**config.mk**
```make
export PLATFORM = sky130hd
export DESIGN_NAME = serial_nibble_deserializer
export DESIGN_NICKNAME = d
export VERILOG_FILES = /design/src/rtl/serial_nibble_deserializer.sv
export SDC_FILE = /design/constraint.sdc
export NUM_CORES = 1
export LEC_CHECK = 0
export ABC_AREA = 1
export BUFFER_PORTS_ARGS = -buffer_cell sky130_fd_sc_hd__buf_2
export CORE_MARGIN = 2
export CORE_UTILIZATION = 30
export DETAILED_ROUTE_END_ITERATION = 7
export PLACE_DENSITY = 0.47
export SLEW_MARGIN = 20
export SYNTH_ARGS = -nofsm -noshare
export SYNTH_HDL_FRONTEND = slang
export SYNTH_SLANG_ARGS = --single-unit
```
**constraint.sdc**
```tcl
create_clock -name clk -period 3.23 [get_ports clk]
set_clock_uncertainty 0.1 [all_clocks]
set_input_delay 0.646 -clock clk [delete_from_list [all_inputs] [get_ports clk]]
set_output_delay 0.646 -clock clk [all_outputs]
set_load 0.1 [all_outputs]
```
**src/rtl/serial_nibble_deserializer.sv**
```systemverilog
// serial_nibble_deserializer: assembles serial bits into WIDTH-bit words with optional even parity
// and a one-entry valid/ready output buffer.
module serial_nibble_deserializer #(
  parameter int WIDTH = 4,
  parameter bit MSB_FIRST = 1'b0,
  parameter bit PARITY_EN = 1'b1
) (
  input  logic             clk,
  input  logic             rst,
  input  logic             clr,
  input  logic             sin,
  input  logic             sin_valid,
  output logic [WIDTH-1:0] dout,
  output logic             dout_valid,
  input  logic             dout_ready,
  output logic             par_err,
  output logic             overrun,
  output logic             busy
);
  localparam int CW = $clog2(WIDTH + 1);
  typedef enum logic [1:0] {IDLE, SHIFT, PARITY} state_t;
  state_t state, state_n;
  logic [CW-1:0] cnt, cnt_n, pos;
  logic [WIDTH-1:0] sreg, sreg_n, cap, word;
  logic done, perr;
  assign busy = state != IDLE;
  assign pos = MSB_FIRST ? CW'(WIDTH - 1) - cnt : cnt;
  // Each bit position is written exactly once per word, so OR-ing the new bit in is enough.
  assign cap = (state == IDLE ? '0 : sreg) | ({{(WIDTH-1){1'b0}}, sin} << pos);
  always_comb begin
    state_n = state;
    cnt_n = cnt;
    sreg_n = sreg;
    done = 1'b0;
    word = cap;
    perr = 1'b0;
    if (sin_valid)
      case (state)
        IDLE: begin
          sreg_n = cap;
          cnt_n = CW'(1);
          state_n = SHIFT;
        end
        SHIFT: begin
          sreg_n = cap;
          cnt_n = cnt == CW'(WIDTH - 1) ? '0 : cnt + 1'b1;
          if (cnt == CW'(WIDTH - 1)) begin
            state_n = PARITY_EN ? PARITY : IDLE;
            done = !PARITY_EN;
          end
        end
        PARITY: begin
          done = 1'b1;
          word = sreg;
          perr = ^sreg ^ sin;
          state_n = IDLE;
        end
        default: state_n = IDLE;
      endcase
  end
  always_ff @(posedge clk or posedge rst)
    if (rst) begin
      state <= IDLE;
      cnt <= '0;
      sreg <= '0;
    end else if (clr) begin
      state <= IDLE;
      cnt <= '0;
      sreg <= '0;
    end else begin
      state <= state_n;
      cnt <= cnt_n;
      sreg <= sreg_n;
    end
  // A completing word may replace the buffered one only if that one is leaving this edge.
  always_ff @(posedge clk or posedge rst)
    if (rst) begin
      dout <= '0;
      dout_valid <= 1'b0;
      par_err <= 1'b0;
      overrun <= 1'b0;
    end else if (clr) begin
      dout <= '0;
      dout_valid <= 1'b0;
      par_err <= 1'b0;
      overrun <= 1'b0;
    end else if (done && dout_valid && !dout_ready)
      overrun <= 1'b1;
    else if (done) begin
      dout <= word;
      par_err <= perr;
      dout_valid <= 1'b1;
    end else if (dout_ready)
      dout_valid <= 1'b0;
endmodule

```
# ---- Word-level counts from Yosys, hierarchy flattened
# Index checks and enable logic that the tools add are counted.
dict set report op_classes {
  add_sub_neg 1
  n_mul 0
  n_div 0
  magnitude_cmp 0
  n_eq_ne 5
  shift 1
  n_mux 30
  bitwise 2
  reduce_logical 18
}
# op count
set ops {}
lappend ops {{$mux W4} 9}
lappend ops {{$mux W1} 13}
lappend ops {{$reduce_and A2 Y1} 5}
lappend ops {{$reduce_bool A2 Y1} 5}
lappend ops {{$mux W3} 3}
lappend ops {{$mux W2} 3}
lappend ops {{$pmux W3 S2} 1}
lappend ops {{$reduce_bool A3 Y1} 2}
lappend ops {{$or A4 B4 Y4} 1}
lappend ops {{$pmux W2 S2} 1}
lappend ops {{$reduce_xor A4 Y1} 1}
lappend ops {{$shl A1 B3 Y4} 1}
lappend ops {{$add A3 B1 Y3 const B} 1}
lappend ops {{$eq A3 B2 Y1 const B} 1}
lappend ops {{$ne A3 B3 Y1 const B} 1}
lappend ops {{$eq A2 B1 Y1 const B} 1}
lappend ops {{$eq A2 B2 Y1 const B} 1}
lappend ops {{$logic_and A1 B1 Y1} 2}
lappend ops {{$logic_not A2 Y1} 1}
lappend ops {{$ne A2 B2 Y1 const B} 1}
lappend ops {{$reduce_or A2 Y1} 1}
lappend ops {{$logic_not A1 Y1} 1}
lappend ops {{$xor A1 B1 Y1} 1}
dict set report totals {
  ff_bits 16
  latchBits 0
  ram_bits 0
  mem_bits_ro 0
  in_bits 6
  out_inout_bits 8
  word_cells 64
  memories 0
}

# ---- Logic depth before layout (Yosys ltp)
# Gate-level depths: netlist (run 1).
dict set report logic_depth {
  ltp_word 8
  depth_mapped 8
  mapped_depth_nobuf 8
}

# ---- Least setup slack after synthesis (run 1)
# Ideal clock, no wire load.
dict set report synth_path {
  path_kind {flip-flop to flip-flop}
  startpoint {register dout_valid}
  endpoint {register dout[0]}
  setup_ns 0.076
  t_arrival_ns 1.543
  t_required_ns 3.054
  path_slack_ns 1.511
  stages_incl_launch_ff 7
  path_buffers 0
  synth_period_minus_slack_ns 1.719
  cell_sequence {dfrtp_1 inv_1 nor2_1 nor2_2 nor2_2 nand2_1 o21ai_1}
}
dict set report synth_via {
  elab_chain_cells 4
}
# item line
set synth_lines {}
lappend synth_lines {{from (decl)} 14} ;# output logic dout_valid,
lappend synth_lines {{from (signal assigned)} 79} ;# dout_valid <= 1'b0;
lappend synth_lines {{from (signal assigned)} 84} ;# dout_valid <= 1'b0;
lappend synth_lines {{from (signal assigned)} 92} ;# dout_valid <= 1'b1;
lappend synth_lines {{$logic_and A1 B1 Y1 (2 in a row)} 87} ;# end else if (done && dout_valid && !dout_ready)
lappend synth_lines {{$ne A2 B2 Y1 (no source line)} -}
lappend synth_lines {{$reduce_and A2 Y1 (no source line)} -}
lappend synth_lines {{to (signal assigned)} 90} ;# dout <= word;
lappend synth_lines {{to (decl)} 13} ;# output logic [WIDTH-1:0] dout,
# Every way passes these cells.
# A chain may end at the register's enable or synchronous reset.

# ---- Worst setup path after layout (run 1)
dict set report layout_path {
  startpoint {register state[0]}
  endpoint {output busy}
}
dict set report layout_via {
  elab_chain_cells 1
}
# item line
set layout_lines {}
lappend layout_lines {{from (decl)} 22} ;# state_t state, state_n;
lappend layout_lines {{from (signal assigned)} 71} ;# state <= state_n;
lappend layout_lines {{$reduce_bool A2 Y1} 26} ;# assign busy = state != IDLE;
lappend layout_lines {{to (decl)} 18} ;# output logic busy
# Every way passes these cells.

==> flow_metrics.tcl, run 1 <==
set metrics [dict create \
    status "finished clean" \
    vias 749 \
    crit_fanout 5 \
    grt_pass1_vias 658 \
    syn_area_per_cell_um2 7.321 \
    io_buffer_count 13 \
    synth_area_um2 834.6 \
    diodes 0 \
    firstDrtPassIters 4 \
    drt_iter0_drc 19 \
    fin_ws_ps 1101 \
    postCtsHoldBufs 0 \
    slew_headroom 0.5979 \
    startpoint_type "flop" \
    fmax_mhz 469.6 \
    p_sw_mw 0.1294 \
    dp_worst_setup_slack_ps 1418 \
    viasPerCell 4.652 \
    drt_wl_total_um 1730 \
    reg2reg_depth 4 \
    cts-root-buf "clkbuf_4" \
    crit_buf_inv 2 \
    ir_drop_v 0.0001654 \
    synthToLayoutAreaGrowth_pct 15.14 \
    syn_inst 114 \
    powerDensity_mw_per_mm2 413.7 \
    clk_pin_slew_ps 90 \
    ctsResizeCount 0 \
    grt.total_usage 0.1192 \
    hpwl_um 1393 \
    final_layout_size_suffix_gt1_frac 0.1846 \
    criticalPathCategory "reg -> out" \
    start_util 0.3079 \
    p_clk_frac 0.262 \
    fillCellCount 301 \
    path_cells "nor2_1 > inv_2 > buf_2" \
    synth_largest_area_cell "dfrtp_1" \
    synth_top_flop_cell "dfrtp_1" \
    pwr-share-comb 0.202 \
    fin_util 0.3546 \
    grt_pass1_wl_um 2911 \
    yosysMostFrequentCell "nand2_1" \
    core-area_mm2 0.002710 \
    p_int_mw 0.2682 \
    drc_errors 0 \
    period_minus_slack_ps 2129 \
    clock_path_buffers 2 \
    crit_arrival_ps 1380 \
    worst_path_max_delay_cell "dfrtp_1" \
    num_rows 19 \
    dieWidth_um 56.75 \
    yosys-top-cells-count "nand2_1 (34), inv_1 (17), dfrtp_1 (16), nor2_1 (10), o21ai_0 (10)" \
    seqPwrFrac 0.536 \
    dp_cells 158 \
    postRouteAntennaNets 0 \
    die_h_um 56.75 \
    dieArea_mm2 0.003220 \
    synth_cell_types 16 \
    setup_viol 0 \
    seq_area_frac_synth 0.4798 \
    clock_latency_ps 280 \
    synth.top_cell.area_share 0.4798 \
    cp_num_cells 3 \
    synth_nets 121 \
    layout.cells.non_filler 161 \
    cts.sink_count 16 \
    fin_nets 139 \
    p_sw_frac 0.3254 \
    post_cts_buffers 0 \
    gr-total-overflow 0 \
    grt_setup_unrepaired "no" \
    critPathTopFamily "flip-flops" \
    critPathRequiredTime_ps 2480 \
    tritoncts "built" \
    ctsHtreeMaxLevel 1 \
    cts_inserted_buffers 3 \
    post-route-period-util 0.6593 \
    p_leak_nw 0.5213 \
    hold_viol 0 \
    total_power_mw 0.3975 \
    crit_path_end_kind "output pin" \
    synth_area_leaders "dfrtp_1 (48%), nand2_1 (15%), inv_1 (7.6%)" \
    antenna_found_initial 0 \
    cap_violations 0 \
    setup_tns_ps 0 \
    hold_path.class "in -> async" \
    synth_enable_flop_cells 0 \
    io_pins 14 \
    worstMarginPinSlew_ps 602.5 \
    ys_ff_latch 16 \
    grt_max_degree 17 \
    yosysWarnings 0 \
    gp_congestion 0.8636 \
    avgRoutedWirePerCell_um 10.75 \
    async_reset_ff_frac 1.000 \
    slowest_delay_ps 430 \
    maxSlewViolCount 0 \
]
-- registers in the layout (all words and copies together), names as in the netlist --
register	flops
cnt	3
dout	4
dout_valid	1
overrun	1
par_err	1
sreg	4
state	2
-- routing by layer --
| layer | track usage | wire length [um] | vias up |
|---|---|---|---|
| met2 | 0.1744 | 773 | 8 |
| li1 | - | - | 390 |
| met4 | 0.04983 | 27 | 0 |
| met3 | 0.02304 | 51 | 4 |
| met5 | 0 | 0 | - |
| met1 | 0.1710 | 876 | 347 |
-- kinds of logic after synthesis --
group / after synthesis / share of synthesized area
adder cells (fa/ha/maj): 1 / 0.01499
AND/OR/NAND/NOR: 56 / 0.2774
flip-flops: 16 / 0.4798
XOR/XNOR: 1 / 0.01050
buffers and inverters: 20 / 0.09145
AO/OA/AOI/OAI: 20 / 0.1259
-- area by class of cell --
type	count	area, um^2	area share
inverters	20	76.32	0.07943
clock buffers	3	22.52	0.02344
flip-flops and latches	16	400.4	0.4167
multi-input cells	78	357.8	0.3724
repair buffers	13	65.06	0.06771
well taps	31	38.79	0.04036
-- final timing paths --
check                           startpoint      end  slack (ps)
max in group asynchronous              rst  sreg[0]        2320
worst min register to register     dout[3]  dout[3]         380
worst max-delay path              state[0]     busy        1100
min in group clk                   dout[3]  dout[3]         380
worst min-delay path                   rst   cnt[1]         310
worst max register to register    state[0]  sreg[2]        1910
-- cell usage in the layout, fill, tap and decap left out --
master / netlist / final
a21oi_1: 3 / 3
buf_2: 0 / 13
clkbuf_4: 0 / 3
clkinv_2: 1 / 1
dfrtp_1: 16 / 16
ha_1: 1 / 1
inv_1: 17 / 17
inv_2: 2 / 2
nand2_1: 34 / 34
nand2_2: 2 / 2
nand3_1: 7 / 7
nor2_1: 10 / 10
nor2_2: 3 / 3
o21a_1: 1 / 1
o21ai_0: 10 / 10
o21ai_1: 4 / 4
o22ai_1: 2 / 2
xor2_1: 1 / 1
-- power groups by stage --
stage	clock network [mW]	logic, mW	registers [mW]
final	0.104	0.0803	0.213
after global routing	0.116	0.0901	0.214
after CTS	0.108	0.0817	0.213
after detailed placement	0	0.0816	0.217
after global placement	0	0.0818	0.216
after floorplan	0	0.0574	0.222
-- stage by stage --
stage	hold WS (ps)	cell area (um^2)
2_1_floorplan	410.5	834.6
3_3_place_gp	363.8	938.4
3_5_place_dp	373.0	938.4
4_1_cts	352.7	960.9
5_1_grt	386.5	960.9
6_report	314.4	960.9
No activity file was read; power rests on OpenSTA's default activity.
==> run 2, diff against run 1 <==
Clock period 3.23 ns to 2 ns, I/O delays scaled along.
==> run 2 against run 1 <==
  * Setup slack worse by 850 ps
  * Clock-buffer cell count rose by 1
  * Highest routed layer unchanged
  * Sequential power grew 61%
  * Design area is 2.2% higher
  * Largest power group unchanged
  * Total power increased by 76%
  * Critical path type unchanged
==> flow_metrics.tcl, run 2 (same netlist as run 1, synthesis figures left out) <==
set metrics [dict create \
    status "finished clean" \
    use_met2 0.1844 \
    postCtsHoldBufs 0 \
    dieWidth_um 56.75 \
    startpoint_type "flop" \
    gr-total-overflow 0 \
    hold_path.class "in -> async" \
    ctsHtreeMaxLevel 1 \
    criticalPathCategory "reg -> out" \
    io_buffer_count 13 \
    post_cts_buffers 0 \
    drt_wl_total_um 1832 \
    diodes 0 \
    clk_pin_slew_ps 100 \
    fmax_mhz 571.9 \
    fillCellCount 290 \
    p_leak_nw 0.5330 \
    grt_max_degree 17 \
    tritoncts "built" \
    cts_inserted_buffers 3 \
    vias 750 \
    fin_nets 140 \
    worstMarginPinSlew_ps 634.3 \
    maxSlewViolCount 0 \
    gr-usage-met3 0.02074 \
    drc_errors 0 \
    grt_setup_unrepaired "no" \
    crit_fanout 4 \
    ctsResizeCount 0 \
    num_rows 19 \
    drt_iter0_drc 27 \
    dp_cells 159 \
    r2r-start "cnt[0]" \
    cap_violations 0 \
    final_common_cell "nand2_1" \
    crit_arrival_ps 1250 \
    setup_tns_ps 0 \
    fin_util 0.3624 \
    cts.sink_count 16 \
    cts-root-buf "clkbuf_4" \
    critPathRequiredTime_ps 1500 \
    hold_viol 0 \
    top_regs "dout (4), sreg (4), cnt (3)" \
    setup_viol 0 \
    die_h_um 56.75 \
    fin_ws_ps 251.4 \
    use_met1 0.2055 \
    start_util 0.3079 \
    hpwl_um 1473 \
    layout.cells.non_filler 163 \
    final_layout_size_suffix_gt1_frac 0.1970 \
    firstDrtPassIters 4 \
    gp_congestion 0.7748 \
    avgRoutedWirePerCell_um 11.24 \
    top_usage_layer "met1" \
    dp_worst_setup_slack_ps 566.6 \
    grt.total_usage 0.1344 \
    startpoint "state[0]" \
    grt_pass1_vias 718 \
    crit_path_end_kind "output pin" \
    powerDensity_mw_per_mm2 711.9 \
    ir_drop_v 0.0003108 \
    dieArea_mm2 0.003220 \
    io_pins 14 \
    grt_pass1_wl_um 3318 \
    post-route-period-util 0.8743 \
    synthToLayoutAreaGrowth_pct 17.69 \
    core-area_mm2 0.002710 \
    postRouteAntennaNets 0 \
    viasPerCell 4.601 \
    clock_path_buffers 2 \
    layout_common_cells "nand2_1 (34), inv_1 (17), dfrtp_1 (16), buf_2 (13)" \
    slew_headroom 0.5767 \
    clock_latency_ps 290 \
    period_minus_slack_ps 1749 \
    antenna_found_initial 0 \
]
[run 2: cell types whose count changed in the layout (fill, tap and decap cells not counted), sizes merged]
cell | previous run | this run
clkbuf | 3 | 4
buf | 13 | 14
[run 2: cell type report]
cell class / count / area (um^2) / area share
Timing Repair Buffer: 14 / 72.57 / 0.07389
Inverter: 20 / 76.32 / 0.07771
Clock buffer: 4 / 36.28 / 0.03694
Sequential cell: 16 / 400.4 / 0.4076
Multi-Input combinational cell: 78 / 357.8 / 0.3643
Tap cell: 31 / 38.79 / 0.03949
[run 2: worst max-delay path, stage by stage, from the launching register on]
cell and delay [ps]:
dfrtp_1 410, nor2_1 80, inv_2 50, buf_2 410
[run 2: power breakdown]
group          switching [mW]  leakage, nW  internal (mW)
sequential            0.00963        0.220          0.334
combinational           0.103        0.292         0.0342
clock                   0.108       0.0210          0.111
[run 2: stage by stage]
stage	hold slack (ps)	area [um^2]	total power [mW]
global placement	361.5	945.9	0.4870
floorplan	213.7	834.6	0.4505
detailed placement	366.1	945.9	0.4883
CTS	99.83	982.2	0.7096
global route	130.2	982.2	0.7403
finish	73.17	982.2	0.6992
[run 2: worst paths after layout]
| check | depth (start not counted) | slack (ps) | to |
|---|---|---|---|
| max in group asynchronous | 2 | 1320 | dout[1] |
| worst max register to register | 6 | 670 | state[0] |
| min in group clk | 2 | 200 | overrun |
| worst max-delay path | 3 | 250 | busy |
| worst min register to register | 2 | 380 | dout[3] |
| worst min-delay path | 2 | 70 | cnt[0] |
[run 2: layer usage]
metal | vias up | routed length (um)
li1 | 391 | -
met1 | 330 | 921
met2 | 24 | 759
met3 | 5 | 106
met4 | 0 | 44
met5 | - | 0
==> run 3, diff against run 2 <==
Settings changed: CORE_UTILIZATION 30 to 25, PLACE_DENSITY 0.47 to 0.44.
==> run 3 against run 2 <==
  * Setup slack worse by 1.4 ps
  * First-iteration DRC count is 56% lower
  * Cell count is 7.4% higher
  * Clock power is 22% lower
  * Sequential power hardly changed
  * Critical path depth stayed put
  * Register-to-register slack better by 30 ps
  * Combinational power hardly changed
  * Non-clock buffer count stayed put
==> flow_metrics.tcl, run 3 (same netlist as run 1, synthesis figures left out) <==
set metrics [dict create \
    grt.total_usage 0.1178 \
    dp_cells 172 \
    vias 736 \
    final_layout_size_suffix_gt1_frac 0.1908 \
    fmax_mhz 571.4 \
    worstMarginPinSlew_ps 641.4 \
    tritoncts "built" \
    grt_pass1_vias 713 \
    period_minus_slack_ps 1750 \
    ctsHtreeMaxLevel 1 \
    crit_fanout 4 \
    drt_wl_total_um 1886 \
    drt_iter0_drc 12 \
    grt_pass1_wl_um 3263 \
    status "finished clean" \
    gr-total-overflow 0 \
    clock_path_buffers 2 \
    powerDensity_mw_per_mm2 660.8 \
    hold_path.class "in -> async" \
    layout.cells.non_filler 175 \
    fin_nets 140 \
    gr-usage-met3 0.03727 \
    viasPerCell 4.206 \
    clock_latency_ps 280 \
    fillCellCount 358 \
    cts-root-buf "clkbuf_4" \
    diodes 0 \
    postRouteAntennaNets 0 \
    postCtsHoldBufs 0 \
    hpwl_um 1513 \
    firstDrtPassIters 4 \
    cap_violations 0 \
    num_rows 20 \
    total_power_mw 0.6506 \
    crit_arrival_ps 1250 \
    top_usage_layer "met2" \
    clk_pin_slew_ps 90 \
    antenna_found_initial 0 \
    ctsResizeCount 0 \
    synthToLayoutAreaGrowth_pct 17.99 \
    io_buffer_count 13 \
    layout_common_cells "nand2_1 (34), inv_1 (17), dfrtp_1 (16), buf_2 (13)" \
    dieWidth_um 61.78 \
    avgRoutedWirePerCell_um 10.78 \
    core-area_mm2 0.003103 \
    gp_congestion 0.7546 \
    p_leak_nw 0.5258 \
    final_common_cell "nand2_1" \
    cts.sink_count 16 \
    dieArea_mm2 0.003816 \
    io_pins 14 \
    post_cts_buffers 0 \
    criticalPathCategory "reg -> out" \
    use_met1 0.1707 \
    cts_inserted_buffers 3 \
    fin_util 0.3173 \
    maxSlewViolCount 0 \
    critPathRequiredTime_ps 1500 \
    setup_viol 0 \
    drc_errors 0 \
    grt_setup_unrepaired "no" \
    slew_headroom 0.5719 \
    startpoint_type "flop" \
    holdWs_ps 84.84 \
    use_met2 0.1850 \
    start_util 0.2690 \
    crit_path_end_kind "output pin" \
    ir_drop_v 0.0003860 \
    top_regs "dout (4), sreg (4), cnt (3)" \
    setup_tns_ps 0 \
    post-route-period-util 0.8750 \
    grt_max_degree 17 \
    die_h_um 61.78 \
    hold_viol 0 \
]
[run 3: cell count changes in the layout (fill, tap and decap cells not counted)]
cell / change
clkbuf_8: -1
[run 3: critical path: stages (launching register included)]
cell	delay [ps]
dfrtp_1	410
nor2_1	80
inv_2	60
buf_2	410
[run 3: worst paths after layout]
check / start / endpoint / slack [ps] / cells after the start
worst min-delay path: rst / dout_valid / 80 / 2
worst min register to register: par_err / par_err / 380 / 2
min in group clk: clr / overrun / 220 / 2
worst max-delay path: state[0] / busy / 250 / 3
max in group asynchronous: rst / sreg[2] / 1300 / 2
worst max register to register: cnt[0] / state[0] / 700 / 6
[run 3: layout make-up]
cell class / instances / area (um^2) / area share
timing repair buffer: 14 / 72.57 / 0.07370
inverter: 20 / 76.32 / 0.07751
clock buffer: 3 / 22.52 / 0.02287
sequential: 16 / 400.4 / 0.4066
tap: 44 / 55.05 / 0.05591
multi-input combinational: 78 / 357.8 / 0.3634
[run 3: metrics by stage]
stage / setup slack, ps / instance area [um^2]
after detailed placement: 559.3 / 962.2
after global placement: 581.3 / 962.2
final: 250.0 / 984.7
after floorplan: 280.8 / 834.6
after CTS: 230.3 / 984.7
after global routing: 170.9 / 984.7
[run 3: power breakdown]
group	internal (mW)	total, mW	switching [mW]
clock	0.0698	0.169	0.0996
combinational	0.0340	0.138	0.104
sequential	0.334	0.344	0.00996
[run 3: routing by layer]
layer	part of all wire	up-vias	wire [um]
met2	0.44	14	826
met4	0	0	0
met5	0	-	0
met3	0.033	0	62
li1	-	389	-
met1	0.53	333	998
